===== config.mk =====
export PLATFORM = sky130hd
export DESIGN_NAME = fft_frame_feeder
export DESIGN_NICKNAME = d
export VERILOG_FILES = /design/src/rtl/fft_frame_feeder.sv
export SDC_FILE = /design/constraint.sdc
export NUM_CORES = 1
export LEC_CHECK = 0
export ABC_AREA = 1
export CORE_UTILIZATION = 49
export DETAILED_ROUTE_END_ITERATION = 10
export GPL_ROUTABILITY_DRIVEN = 0
export PLACE_DENSITY = 0.73
export SYNTH_ARGS = -nofsm -noshare
export SYNTH_HDL_FRONTEND = slang
export SYNTH_SLANG_ARGS = --single-unit
export TNS_END_PERCENT = 10

===== constraint.sdc =====
create_clock -name clk -period 2.6 [get_ports clk]
set_clock_uncertainty 0.05 [all_clocks]
set_input_delay 0.39 -clock clk [delete_from_list [all_inputs] [get_ports clk]]
set_output_delay 0.39 -clock clk [all_outputs]
set_load 0.05 [all_outputs]

===== src/rtl/fft_frame_feeder.sv =====
// fft_frame_feeder
//   Moves one FFT frame at a time from the read side of the audio FIFO into
//   the FFT core. It waits for a whole frame to be buffered, holds the FFT in
//   reset, pulses start, then streams FRAME_LEN samples with sop/eop framing
//   and ready backpressure. The sample is picked from a packed stereo word
//   (left, right or floor-average mono). It also counts completed frames and
//   flags FIFO underruns.
// Ports
//   clk, rst                  clock, asynchronous active-high reset
//   enable                    allow a new frame to begin
//   chan_mode                 0/3 left, 1 right, 2 mono average (latched at start)
//   fifo_rdata/wnum/empty     FIFO read data {L,R}, word count, empty flag
//   fifo_rd_en                FIFO read strobe (data valid one cycle later)
//   fft_rst, fft_start        FFT reset level and one-cycle start pulse
//   st_data/valid/sop/eop     output stream, st_ready is the sink's accept
//   busy                      feeder is not idle
//   frame_cnt                 completed frames (wraps)
//   underrun                  sticky: a read was wanted while the FIFO was empty
module fft_frame_feeder #(
  parameter int DATA_W     = 16,
  parameter int FRAME_LEN  = 1024,
  parameter int CNT_W      = 11,
  parameter int RST_CYCLES = 4,
  parameter int GAP_CYCLES = 0
) (
  input  logic                  clk,
  input  logic                  rst,
  input  logic                  enable,
  input  logic [1:0]            chan_mode,
  input  logic [2*DATA_W-1:0]   fifo_rdata,
  input  logic [CNT_W-1:0]      fifo_wnum,
  input  logic                  fifo_empty,
  output logic                  fifo_rd_en,
  output logic                  fft_rst,
  output logic                  fft_start,
  output logic [DATA_W-1:0]     st_data,
  output logic                  st_valid,
  output logic                  st_sop,
  output logic                  st_eop,
  input  logic                  st_ready,
  output logic                  busy,
  output logic [15:0]           frame_cnt,
  output logic                  underrun
);

  localparam int IDX_W = $clog2(FRAME_LEN + 1);
  localparam int TMAX  = (RST_CYCLES > GAP_CYCLES) ? RST_CYCLES : GAP_CYCLES;
  localparam int TMR_W = (TMAX > 1) ? $clog2(TMAX) : 1;
  localparam logic [IDX_W-1:0] FRAME_IDX = IDX_W'(FRAME_LEN);
  localparam logic [IDX_W-1:0] LAST_IDX  = IDX_W'(FRAME_LEN - 1);
  localparam logic [TMR_W-1:0] RST_LAST  = TMR_W'(RST_CYCLES - 1);
  localparam logic [TMR_W-1:0] GAP_LAST  = TMR_W'((GAP_CYCLES > 0) ? GAP_CYCLES - 1 : 0);
  localparam logic [CNT_W-1:0] WNUM_NEED = CNT_W'(FRAME_LEN);

  typedef enum logic [2:0] {S_IDLE, S_RST_FFT, S_START, S_STREAM, S_GAP} state_t;

  state_t              state_r, state_nxt_s;
  logic [TMR_W-1:0]    timer_r;
  logic [IDX_W-1:0]    reads_r, beat_idx_r;
  logic                in_flight_r;
  logic [1:0]          buf_cnt_r, occ_s;
  logic [DATA_W-1:0]   buf0_r, buf1_r, sample_s;
  logic [1:0]          chan_r;
  logic                pop_s, eop_accept_s, read_want_s, rd_s;

  // Select the outgoing sample from a packed {L,R} word; mono is floor((L+R)/2).
  function automatic logic [DATA_W-1:0] pick_sample(input logic [2*DATA_W-1:0] word,
                                                   input logic [1:0] mode);
    logic [DATA_W:0] sum;
    sum = {word[2*DATA_W-1], word[2*DATA_W-1:DATA_W]} + {word[DATA_W-1], word[DATA_W-1:0]};
    case (mode)
      2'd1:    pick_sample = word[DATA_W-1:0];
      2'd2:    pick_sample = sum[DATA_W:1];
      default: pick_sample = word[2*DATA_W-1:DATA_W];
    endcase
  endfunction

  // State register.
  always_ff @(posedge clk or posedge rst) begin
    if (rst) state_r <= S_IDLE;
    else     state_r <= state_nxt_s;
  end

  // Dwell timer for RST_FFT and GAP; restarts on every state change.
  always_ff @(posedge clk or posedge rst) begin
    if (rst)                        timer_r <= {TMR_W{1'b0}};
    else if (state_nxt_s != state_r) timer_r <= {TMR_W{1'b0}};
    else                            timer_r <= timer_r + TMR_W'(1);
  end

  // Handshake and read-permission terms shared by the FSM and datapath.
  // The beat popped this cycle frees its slot, so a read may be issued
  // alongside it; that keeps the stream bubble-free with only two slots.
  always_comb begin
    pop_s        = (buf_cnt_r != 2'd0) && st_ready;
    eop_accept_s = pop_s && (beat_idx_r == LAST_IDX);
    occ_s        = {1'b0, in_flight_r} + buf_cnt_r;
    read_want_s  = (state_r == S_STREAM) && (reads_r != FRAME_IDX) &&
                   ((occ_s - {1'b0, pop_s}) < 2'd2);
    rd_s         = read_want_s && !fifo_empty;
    sample_s     = pick_sample(fifo_rdata, chan_r);
  end

  // Next-state logic.
  always_comb begin
    state_nxt_s = state_r;
    case (state_r)
      S_IDLE: begin
        if (enable && (fifo_wnum >= WNUM_NEED)) state_nxt_s = S_RST_FFT;
        else                                    state_nxt_s = S_IDLE;
      end
      S_RST_FFT: begin
        if (timer_r == RST_LAST) state_nxt_s = S_START;
        else                     state_nxt_s = S_RST_FFT;
      end
      S_START: state_nxt_s = S_STREAM;
      S_STREAM: begin
        if (eop_accept_s) state_nxt_s = (GAP_CYCLES == 0) ? S_IDLE : S_GAP;
        else              state_nxt_s = S_STREAM;
      end
      S_GAP: begin
        if (timer_r == GAP_LAST) state_nxt_s = S_IDLE;
        else                     state_nxt_s = S_GAP;
      end
      default: state_nxt_s = S_IDLE;
    endcase
  end

  // Output decode; stream outputs come straight from the buffer head registers.
  always_comb begin
    fft_rst    = (state_r == S_RST_FFT);
    fft_start  = (state_r == S_START);
    busy       = (state_r != S_IDLE);
    fifo_rd_en = rd_s;
    st_valid   = (buf_cnt_r != 2'd0);
    st_data    = buf0_r;
    st_sop     = st_valid && (beat_idx_r == {IDX_W{1'b0}});
    st_eop     = st_valid && (beat_idx_r == LAST_IDX);
  end

  // Frame bookkeeping: channel latch, read/beat counters, frame count, underrun.
  always_ff @(posedge clk or posedge rst) begin
    if (rst) begin
      in_flight_r <= 1'b0;
      chan_r      <= 2'd0;
      reads_r     <= {IDX_W{1'b0}};
      beat_idx_r  <= {IDX_W{1'b0}};
      frame_cnt   <= 16'd0;
      underrun    <= 1'b0;
    end else begin
      in_flight_r <= rd_s;
      if (state_r == S_START) begin
        chan_r     <= chan_mode;
        reads_r    <= {IDX_W{1'b0}};
        beat_idx_r <= {IDX_W{1'b0}};
      end else begin
        if (rd_s)  reads_r    <= reads_r + IDX_W'(1);
        if (pop_s) beat_idx_r <= eop_accept_s ? {IDX_W{1'b0}} : beat_idx_r + IDX_W'(1);
      end
      if (eop_accept_s)              frame_cnt <= frame_cnt + 16'd1;
      if (read_want_s && fifo_empty) underrun  <= 1'b1;
    end
  end

  // Two-entry output buffer; buf0_r is always the head beat.
  always_ff @(posedge clk or posedge rst) begin
    if (rst) begin
      buf_cnt_r <= 2'd0;
      buf0_r    <= {DATA_W{1'b0}};
      buf1_r    <= {DATA_W{1'b0}};
    end else begin
      case ({in_flight_r, pop_s})
        2'b10: begin
          if (buf_cnt_r == 2'd0) buf0_r <= sample_s;
          else                   buf1_r <= sample_s;
          buf_cnt_r <= buf_cnt_r + 2'd1;
        end
        2'b01: begin
          buf0_r    <= buf1_r;
          buf_cnt_r <= buf_cnt_r - 2'd1;
        end
        2'b11: begin
          if (buf_cnt_r == 2'd1) begin
            buf0_r <= sample_s;
          end else begin
            buf0_r <= buf1_r;
            buf1_r <= sample_s;
          end
        end
        default: buf_cnt_r <= buf_cnt_r;
      endcase
    end
  end

endmodule


==> summary.md, run 1 <==
| Metric | Value |
|---|---|
| Setup repair after global routing missed its margin | yes |
| Biggest area consumer among synthesized cells | sky130_fd_sc_hd__dfrtp_1 |
| Period Utilization, post-route | 102% |
| Status | finished, violations left |
| Sequential fraction of design power | a little under a third |
| Transition time at the pin with the least slew margin | 692 ps |
| Critical Path AT | roughly 2200 ps |
| Gate count of the mapped netlist | 781 |
| Final worst path period need | approximately 2700 ps |
| Max H-tree Level | 3 |
| Most frequently used flop master after synthesis | sky130_fd_sc_hd__dfrtp_1 |
| Io pins | 90 |
| Clk slew on worst S/H paths | roughly 60 ps |
| Remaining design rule violation count | 0 |
| Final WS setup | -57.7 ps |
| Cell area after synthesis | 0.00559 mm² |
| Horizontal die dimension | about 110 µm |
| Number of nets at the end of the flow | ~960 |
| Flip-flop and latch count after synthesis | roughly 80 |
| Floorplan Core Area | ~0.011 mm² |
| Final setup TNS | -57.7 ps |
| Via count of the first global-routing pass | approximately 5,000 |
| Top-area cell type share of the netlist area | a little over a third |
| Synth warn | 0 |
| Max FO, Critical Path | 2 |
| Int Pwr | 3.51 mW |
| Synth Net Count | 862 |
| Die ar. | between 0.01 and 0.015 mm² |
| Hold/Removal Path Class | primary input to asynchronous set/reset pin |
| Tightest slew margin relative to the limit | between 50% and 60% |
| Layout-stage area growth over the synthesis result | 26.7% |
| TritonCTS buffer count | 9 |
| Part of the Yosys area used for sequential elements | roughly 36% |
| Total net switching power | between 2 and 3 mW |
| Clock latency of the later-clocked register in the worst-skew pair | about 340 ps |
| Starting density of the core | 50.9% |
| Highest clock frequency the design can meet | between 0.3 and 0.4 GHz |
| Filler cell count | ~950 |
| Detailed-placement wirelength estimate | a little over 10,000 µm |
| Violated checks | setup timing |
| Final wirelength | 13,900 µm |
| Number of cell rows | 38 |
| Diode count | 0 |
| Ranking of synthesized cells by instance count | sky130_fd_sc_hd__nand2_1 (198), sky130_fd_sc_hd__inv_1 (119), sky130_fd_sc_hd__dfrtp_1 (81), sky130_fd_sc_hd__o21ai_0 (54), sky130_fd_sc_hd__nor2_1 (51) |
| Routed vias | 5,323 |
| Most instantiated library cell after synthesis | sky130_fd_sc_hd__nand2_1 |
| Clock sinks | between 80 and 90 |
| Final hold violation count | 0 |
| Root buffer cell | sky130_fd_sc_hd__clkbuf_16 |
| Wire length of the first global-routing pass | 23,000 µm |
| Post-CTS Hold Buffers | 0 |
| Die outline height | roughly 110 µm |
| Antenna-violating nets left | 0 |
| Largest net degree at the start of global routing | 40 |
| Max-cap viol count | 0 |
| Drt first pass iters | 5 |
| Critical path endpoint category | primary output |
| Switching portion of total power | between 40% and 50% |
| Final Setup Violations | 1 |
| Critical path start-end classification | flop to primary output |
| Layout cell share with drive strength beyond 1 | 11.0% |
| Antenna violations before repair | 0 |
| Count of buffers from port buffering | 79 |
| Worst setup path startpoint | buf_cnt_r[1]$_DFFE_PP0P_ |
| Overall fraction of global-route tracks in use | between 20% and 30% |
| Distinct cells, synth | 42 |
| Drt wl/cell | 13.7 µm |
| Average instance area after synthesis | roughly 7.2 µm² |
| Clock tree from TritonCTS | yes |
| Total power density per cell area | between 800 and 900 mW/mm² |
| Worst flop-to-flop path startpoint | buf_cnt_r[1]$_DFFE_PP0P_ |
| Share of power burned in the clock network | between 20% and 30% |
| Final cell count without fillers | ~1,000 |
| Critical Path Source Type | flop |
| Number of flops mapped to enable cells by yosys | 0 |
| Area contributors post-synth | sky130_fd_sc_hd__dfrtp_1 (36%), sky130_fd_sc_hd__nand2_1 (13%), sky130_fd_sc_hd__inv_1 (8.0%) |
| Fraction of registers with async set or reset after synthesis | 100% |
| Required time worst endpoint | between 2000 and 2500 ps |
| Highest ir drop seen on vdd | about 960 µV |
| Maximum root-to-sink buffer count | 2 |
| Leak pwr | ~3.5 nW |
| Logic gate share of total power | between 40% and 50% |
| Via density per instance | 5.22 |
| Leftover overflow at the end of global routing | 0 |
| Slew Viols, Final | 0 |
| Number of design-rule violations left by the first detailed-router iteration | 305 |
| Cell total after placement | just under 1,000 |
-- worst paths after layout --
kind                                        endpoint  slack (ps)  depth (start not counted)
max reg2reg                   st_data[2]$_DFFE_PP0P_         230                         14
max                                       fifo_rd_en         -60                         13
min                        frame_cnt[15]$_DFFE_PP0P_         340                          2
min in group clk                underrun$_DFFE_PP0P_         420                          1
min reg2reg                     underrun$_DFFE_PP0P_         420                          1
max in group asynchronous  beat_idx_r[7]$_DFFE_PP0P_        1540                          3
-- through the flow --
stage / power [mW] / setup WS, ps / utilization [%] / hold slack [ps] / area [µm²]
4_1_cts: 5.92 / -5.47 / 64.0 / 348 / 7030
3_3_place_gp: 4.38 / 60.0 / 60.3 / 389 / 6630
3_5_place_dp: 4.45 / 22.1 / 60.3 / 394 / 6630
5_1_grt: 6.41 / -157 / 64.5 / 379 / 7080
6_report: 6.01 / -57.7 / 64.5 / 345 / 7080
2_1_floorplan: 3.63 / 10.7 / - / 397 / 5610
-- sequential cells by signal, indices dropped and copies added, names as in the netlist, 2 cells and up --
name / flops
beat_idx_r: 11
buf1_r: 16
buf_cnt_r: 2
chan_r: 2
frame_cnt: 16
reads_r: 11
st_data: 16
state_r: 3
timer_r: 2
-- power by group through the flow --
stage / Sequential [mW] / Clock (mW) / Combinational (mW)
2_1_floorplan: 2.24 / 0 / 1.39
4_1_cts: 1.83 / 1.32 / 2.77
3_5_place_dp: 1.85 / 0 / 2.60
3_3_place_gp: 1.84 / 0 / 2.54
6_report: 1.84 / 1.29 / 2.89
5_1_grt: 1.88 / 1.37 / 3.16
-- logic make-up (layout without fill, tap and decap cells) --
kind of cell	after synthesis	after routing	share of synthesized area, %
adder cells (fa/ha/maj)	31	31	7.08
XOR/XNOR	28	28	4.39
buffers and inverters	140	239	9.65
flip-flops	81	81	36.3
AO/OA/AOI/OAI	129	129	12.1
AND/OR/NAND/NOR	372	372	30.5
-- what timing repair did --
action,in CTS,in global routing
pin swaps,6,8
gates resized for setup,9,8
buffers inserted,8,2
hold endpoints to repair,0,0
setup endpoints to repair,1,20
-- routing by layer --
metal	vias to the layer above	global-route usage [%]	part of all wire, %
li1	2694	-	-
met1	2476	31.1	45
met2	138	42.7	50
met3	15	4.72	4.4
met4	0	7.24	1.3
met5	-	0	0
-- worst max-delay path, stage by stage (launching register included) --
cell	delay, ps
sky130_fd_sc_hd__dfrtp_1	400
sky130_fd_sc_hd__inv_2	90
sky130_fd_sc_hd__ha_4	140
sky130_fd_sc_hd__clkinvlp_4	100
sky130_fd_sc_hd__nand2_4	90
sky130_fd_sc_hd__inv_4	40
sky130_fd_sc_hd__ha_4	260
sky130_fd_sc_hd__nor2_4	40
sky130_fd_sc_hd__a21boi_2	180
sky130_fd_sc_hd__o21ai_2	90
sky130_fd_sc_hd__nor2_2	160
sky130_fd_sc_hd__nand2_2	90
sky130_fd_sc_hd__clkinv_4	60
sky130_fd_sc_hd__buf_12	120
-- cell usage in the layout, fill, tap and decap left out, types with 5 or more instances in the layout --
cell type / instances
sky130_fd_sc_hd__a21oi_1: 50
sky130_fd_sc_hd__buf_4: 25
sky130_fd_sc_hd__clkbuf_16: 9
sky130_fd_sc_hd__clkdlybuf4s50_1: 75
sky130_fd_sc_hd__dfrtp_1: 81
sky130_fd_sc_hd__ha_1: 28
sky130_fd_sc_hd__inv_1: 113
sky130_fd_sc_hd__nand2_1: 196
sky130_fd_sc_hd__nand2_4: 6
sky130_fd_sc_hd__nand3_1: 46
sky130_fd_sc_hd__nand4_1: 10
sky130_fd_sc_hd__nor2_1: 48
sky130_fd_sc_hd__nor2_2: 5
sky130_fd_sc_hd__nor3_1: 20
sky130_fd_sc_hd__o21ai_0: 54
sky130_fd_sc_hd__o21ai_1: 10
sky130_fd_sc_hd__or2_2: 13
sky130_fd_sc_hd__xnor2_1: 9
sky130_fd_sc_hd__xor2_1: 18
-- layout make-up --
type | instances | area [µm²] | share of cell area (%)
timing repair buffer | 103 | 998 | 14.1
multi-input combinational | 560 | 3110 | 43.9
tap | 140 | 175 | 2.47
sequential | 81 | 2030 | 28.6
clock inverter | 4 | 52.6 | 0.742
clock buffer | 11 | 253 | 3.57
inverter | 121 | 467 | 6.59
(Power assumes the default switching activity.)
==> run 2, diff against run 1 <==
--- a/config.mk
+++ b/config.mk
@@ -9,7 +9,7 @@
 export CORE_UTILIZATION = 49
 export DETAILED_ROUTE_END_ITERATION = 10
 export GPL_ROUTABILITY_DRIVEN = 0
-export PLACE_DENSITY = 0.73
+export PLACE_DENSITY = 0.83
 export SYNTH_ARGS = -nofsm -noshare
 export SYNTH_HDL_FRONTEND = slang
 export SYNTH_SLANG_ARGS = --single-unit
==> run 2 against run 1 <==
Net effect:
- the run still ends with setup timing left
- routed wire length increased by 6.5%
- worst setup slack worse by 29 ps
- die area unchanged
- sequential power about the same
- non-clock buffer count rose by 7
- fmax fell by 1.1%
- total power up 7.0%
- hold slack better by 55 ps
- critical path type unchanged
- largest cell class unchanged
==> summary.md, run 2 (same netlist as run 1, synthesis figures left out) <==
| Metric | Value |
|---|---|
| Status | finished, violations left |
| Violated checks | setup timing |
| Final wirelength | 14,800 µm (+6.5%) |
| Number of cell rows | 38 (unchanged) |
| Floorplan Core Area | 0.0110 mm² (unchanged) |
| Via count of the first global-routing pass | 4,949 (-3.8%) |
| Starting density of the core | 50.9% (unchanged) |
| Drt first pass iters | 5 (unchanged) |
| Slew Viols, Final | 0 (unchanged) |
| Remaining design rule violation count | 0 (unchanged) |
| Most common cell after layout, fill and taps aside | sky130_fd_sc_hd__nand2_1 |
| Period Utilization, post-route | 103% (+1.1 points) |
| GR Layer Usage met3 | 3.95% (-0.78 points) |
| Routed vias | 5,526 (+3.8%) |
| Antenna-violating nets left | 0 (unchanged) |
| Wire length of the first global-routing pass | 23,400 µm (+1.5%) |
| Via density per instance | 5.37 (+2.8%) |
| Final WS setup | -86.9 ps (-29.2 ps) |
| Slowest stage cell on the critical path | sky130_fd_sc_hd__dfrtp_1 |
| Number of nets at the end of the flow | 966 (+0.94%) |
| Critical Path Source Type | flop |
| Detailed-placement wirelength estimate | 9800 µm (-3.6%) |
| Final setup TNS | -86.9 ps (-29.2 ps) |
| Maximum root-to-sink buffer count | 2 (unchanged) |
| Final Setup Violations | 1 (unchanged) |
| Met2 usage in global routing | 42.2% (-0.54 points) |
| Required time worst endpoint | 2160 ps (about the same) |
| Count of buffers from port buffering | 79 (unchanged) |
| Max FO, Critical Path | 2 (unchanged) |
| Busiest grt layer | met2 |
| Max H-tree Level | 3 (unchanged) |
| Layout-stage area growth over the synthesis result | 28.8% |
| Worst Path Buf+Inv | 5 (unchanged) |
| Total power density per cell area | 894 mW/mm² (+5.2%) |
| Horizontal die dimension | 109 µm (unchanged) |
| Clock tree from TritonCTS | yes |
| Sequence of cells on the critical path | inv_2, ha_4, clkinvlp_4, nand2_4, inv_4, ha_4, xnor2_4, a21boi_2, o21ai_2, nor2_2, nand2_2, clkinv_4, buf_12 |
| Commonest cells after routing, fill and taps aside | sky130_fd_sc_hd__nand2_1 (196), sky130_fd_sc_hd__inv_1 (113), sky130_fd_sc_hd__dfrtp_1 (81), sky130_fd_sc_hd__clkdlybuf4s50_1 (74), sky130_fd_sc_hd__o21ai_0 (53) |
| Antenna violations before repair | 0 (unchanged) |
| Clk slew on worst S/H paths | 60 ps (about the same) |
| Hold/Removal Path Class | primary input to asynchronous set/reset pin |
| Leak pwr | 3.58 nW (+2.5%) |
| Met1 usage | 33.7% (+2.5 points) |
| R2R setup slack | 40 ps (-190 ps) |
| Setup repair after global routing missed its margin | yes |
| Die outline height | 109 µm (unchanged) |
| Cell with the most instances on the worst path | sky130_fd_sc_hd__ha_4 |
| Final hold violation count | 0 (unchanged) |
| Critical Path AT | 2250 ps (+30 ps) |
| Max-cap viol count | 0 (unchanged) |
| Critical path start-end classification | flop to primary output |
| Diode count | 0 (unchanged) |
| Footprint of the multi-input gates | 0.00313 mm² (+0.85%) |
| Flip-flop and latch area | 0.00203 mm² (unchanged) |
| Overall fraction of global-route tracks in use | 25.0% (+0.37 points) |
| Crit-path leading delay family | buffers and inverters |
| TritonCTS buffer count | 9 (unchanged) |
| Critical path endpoint category | primary output |
| Largest net degree at the start of global routing | 40 (unchanged) |
| Root buffer cell | sky130_fd_sc_hd__clkbuf_16 |
| Highest ir drop seen on vdd | 813 µV (-15%) |
| Drt wl/cell | 14.4 µm (+5.4%) |
| Slowest cell delay on critical path | 390 ps (about the same) |
| Die ar. | 0.0118 mm² (unchanged) |
| Number of design-rule violations left by the first detailed-router iteration | 455 (+49%) |
| Clock sinks | 81 (unchanged) |
| Clock latency of the later-clocked register in the worst-skew pair | 340 ps (about the same) |
| Filler cell count | 840 (-12%) |
| Transition time at the pin with the least slew margin | 630 ps (-62.4 ps) |
| Final worst path period need | 2690 ps (+29.2 ps) |
| Worst Setup Slack post-DPL | -86.5 ps (-109 ps) |
| Leftover overflow at the end of global routing | 0 (unchanged) |
| Highest clock frequency the design can meet | 0.372 GHz (-1.1%) |
| Layout cell share with drive strength beyond 1 | 12.2% (+1.2 points) |
| Io pins | 90 (unchanged) |
| Tightest slew margin relative to the limit | 58.0% (+4.3 points) |
## run 2: cell count changes in the layout (fill, tap and decap cells not counted), sizes merged, moves of 2 or more
cell and delta:
clkinv +3, clkinvlp -3, bufinv +2, clkbuf -2, buf +7, o21ai +2
## run 2: layout make-up
type | instances | share of cell area [%]
Clock buffer | 9 | 3.13
Multi-Input combinational cell | 562 | 43.5
Inverter | 121 | 6.48
Clock inverter | 7 | 1.63
Timing Repair Buffer | 110 | 14.6
Tap cell | 140 | 2.43
Sequential cell | 81 | 28.2
## run 2: worst paths after layout
path | startpoint | to | cells after the start
hold / removal | rst | frame_cnt[2]$_DFFE_PP0P_ | 2
setup / recovery | buf_cnt_r[0]$_DFFE_PP0P_ | fifo_rd_en | 13
max in group asynchronous | rst | buf_cnt_r[1]$_DFFE_PP0P_ | 3
hold reg to reg | underrun$_DFFE_PP0P_ | underrun$_DFFE_PP0P_ | 1
min in group clk | underrun$_DFFE_PP0P_ | underrun$_DFFE_PP0P_ | 1
setup reg to reg | buf_cnt_r[0]$_DFFE_PP0P_ | st_data[2]$_DFFE_PP0P_ | 15
## run 2: metrics by stage
step,std cells,cell area (µm²),hold WS [ps],power [mW],utilization (%)
after floorplan,781,5610,397,3.63,-
after global placement,996,6640,393,4.39,60.4
after detailed placement,996,6640,400,4.45,60.4
after CTS,1022,7110,399,6.20,64.7
after global routing,1030,7200,428,6.76,65.5
final,1030,7200,399,6.43,65.5
## run 2: power by group
group	total [mW]	switching, mW	leakage, nW	internal (mW)
Combinational	3.11	1.90	2.43	1.20
Sequential	1.85	0.236	0.987	1.61
Clock	1.48	0.540	0.170	0.940
Total	6.43	2.68	3.58	3.75
## run 2: repair_timing
item / in CTS / in global routing
cloned: 0 / 2
buffers inserted: 10 / 6
gates resized for setup: 12 / 9
endpoints found under the setup margin: 2 / 33
hold buffers: 0 / 0
pin swaps: 7 / 4
## run 2: metal layers
layer / part of all wire [%] / vias to the layer above
li1: - / 2725
met1: 45 / 2601
met2: 48 / 179
met3: 4.6 / 21
met4: 1.7 / 0
met5: 0 / -
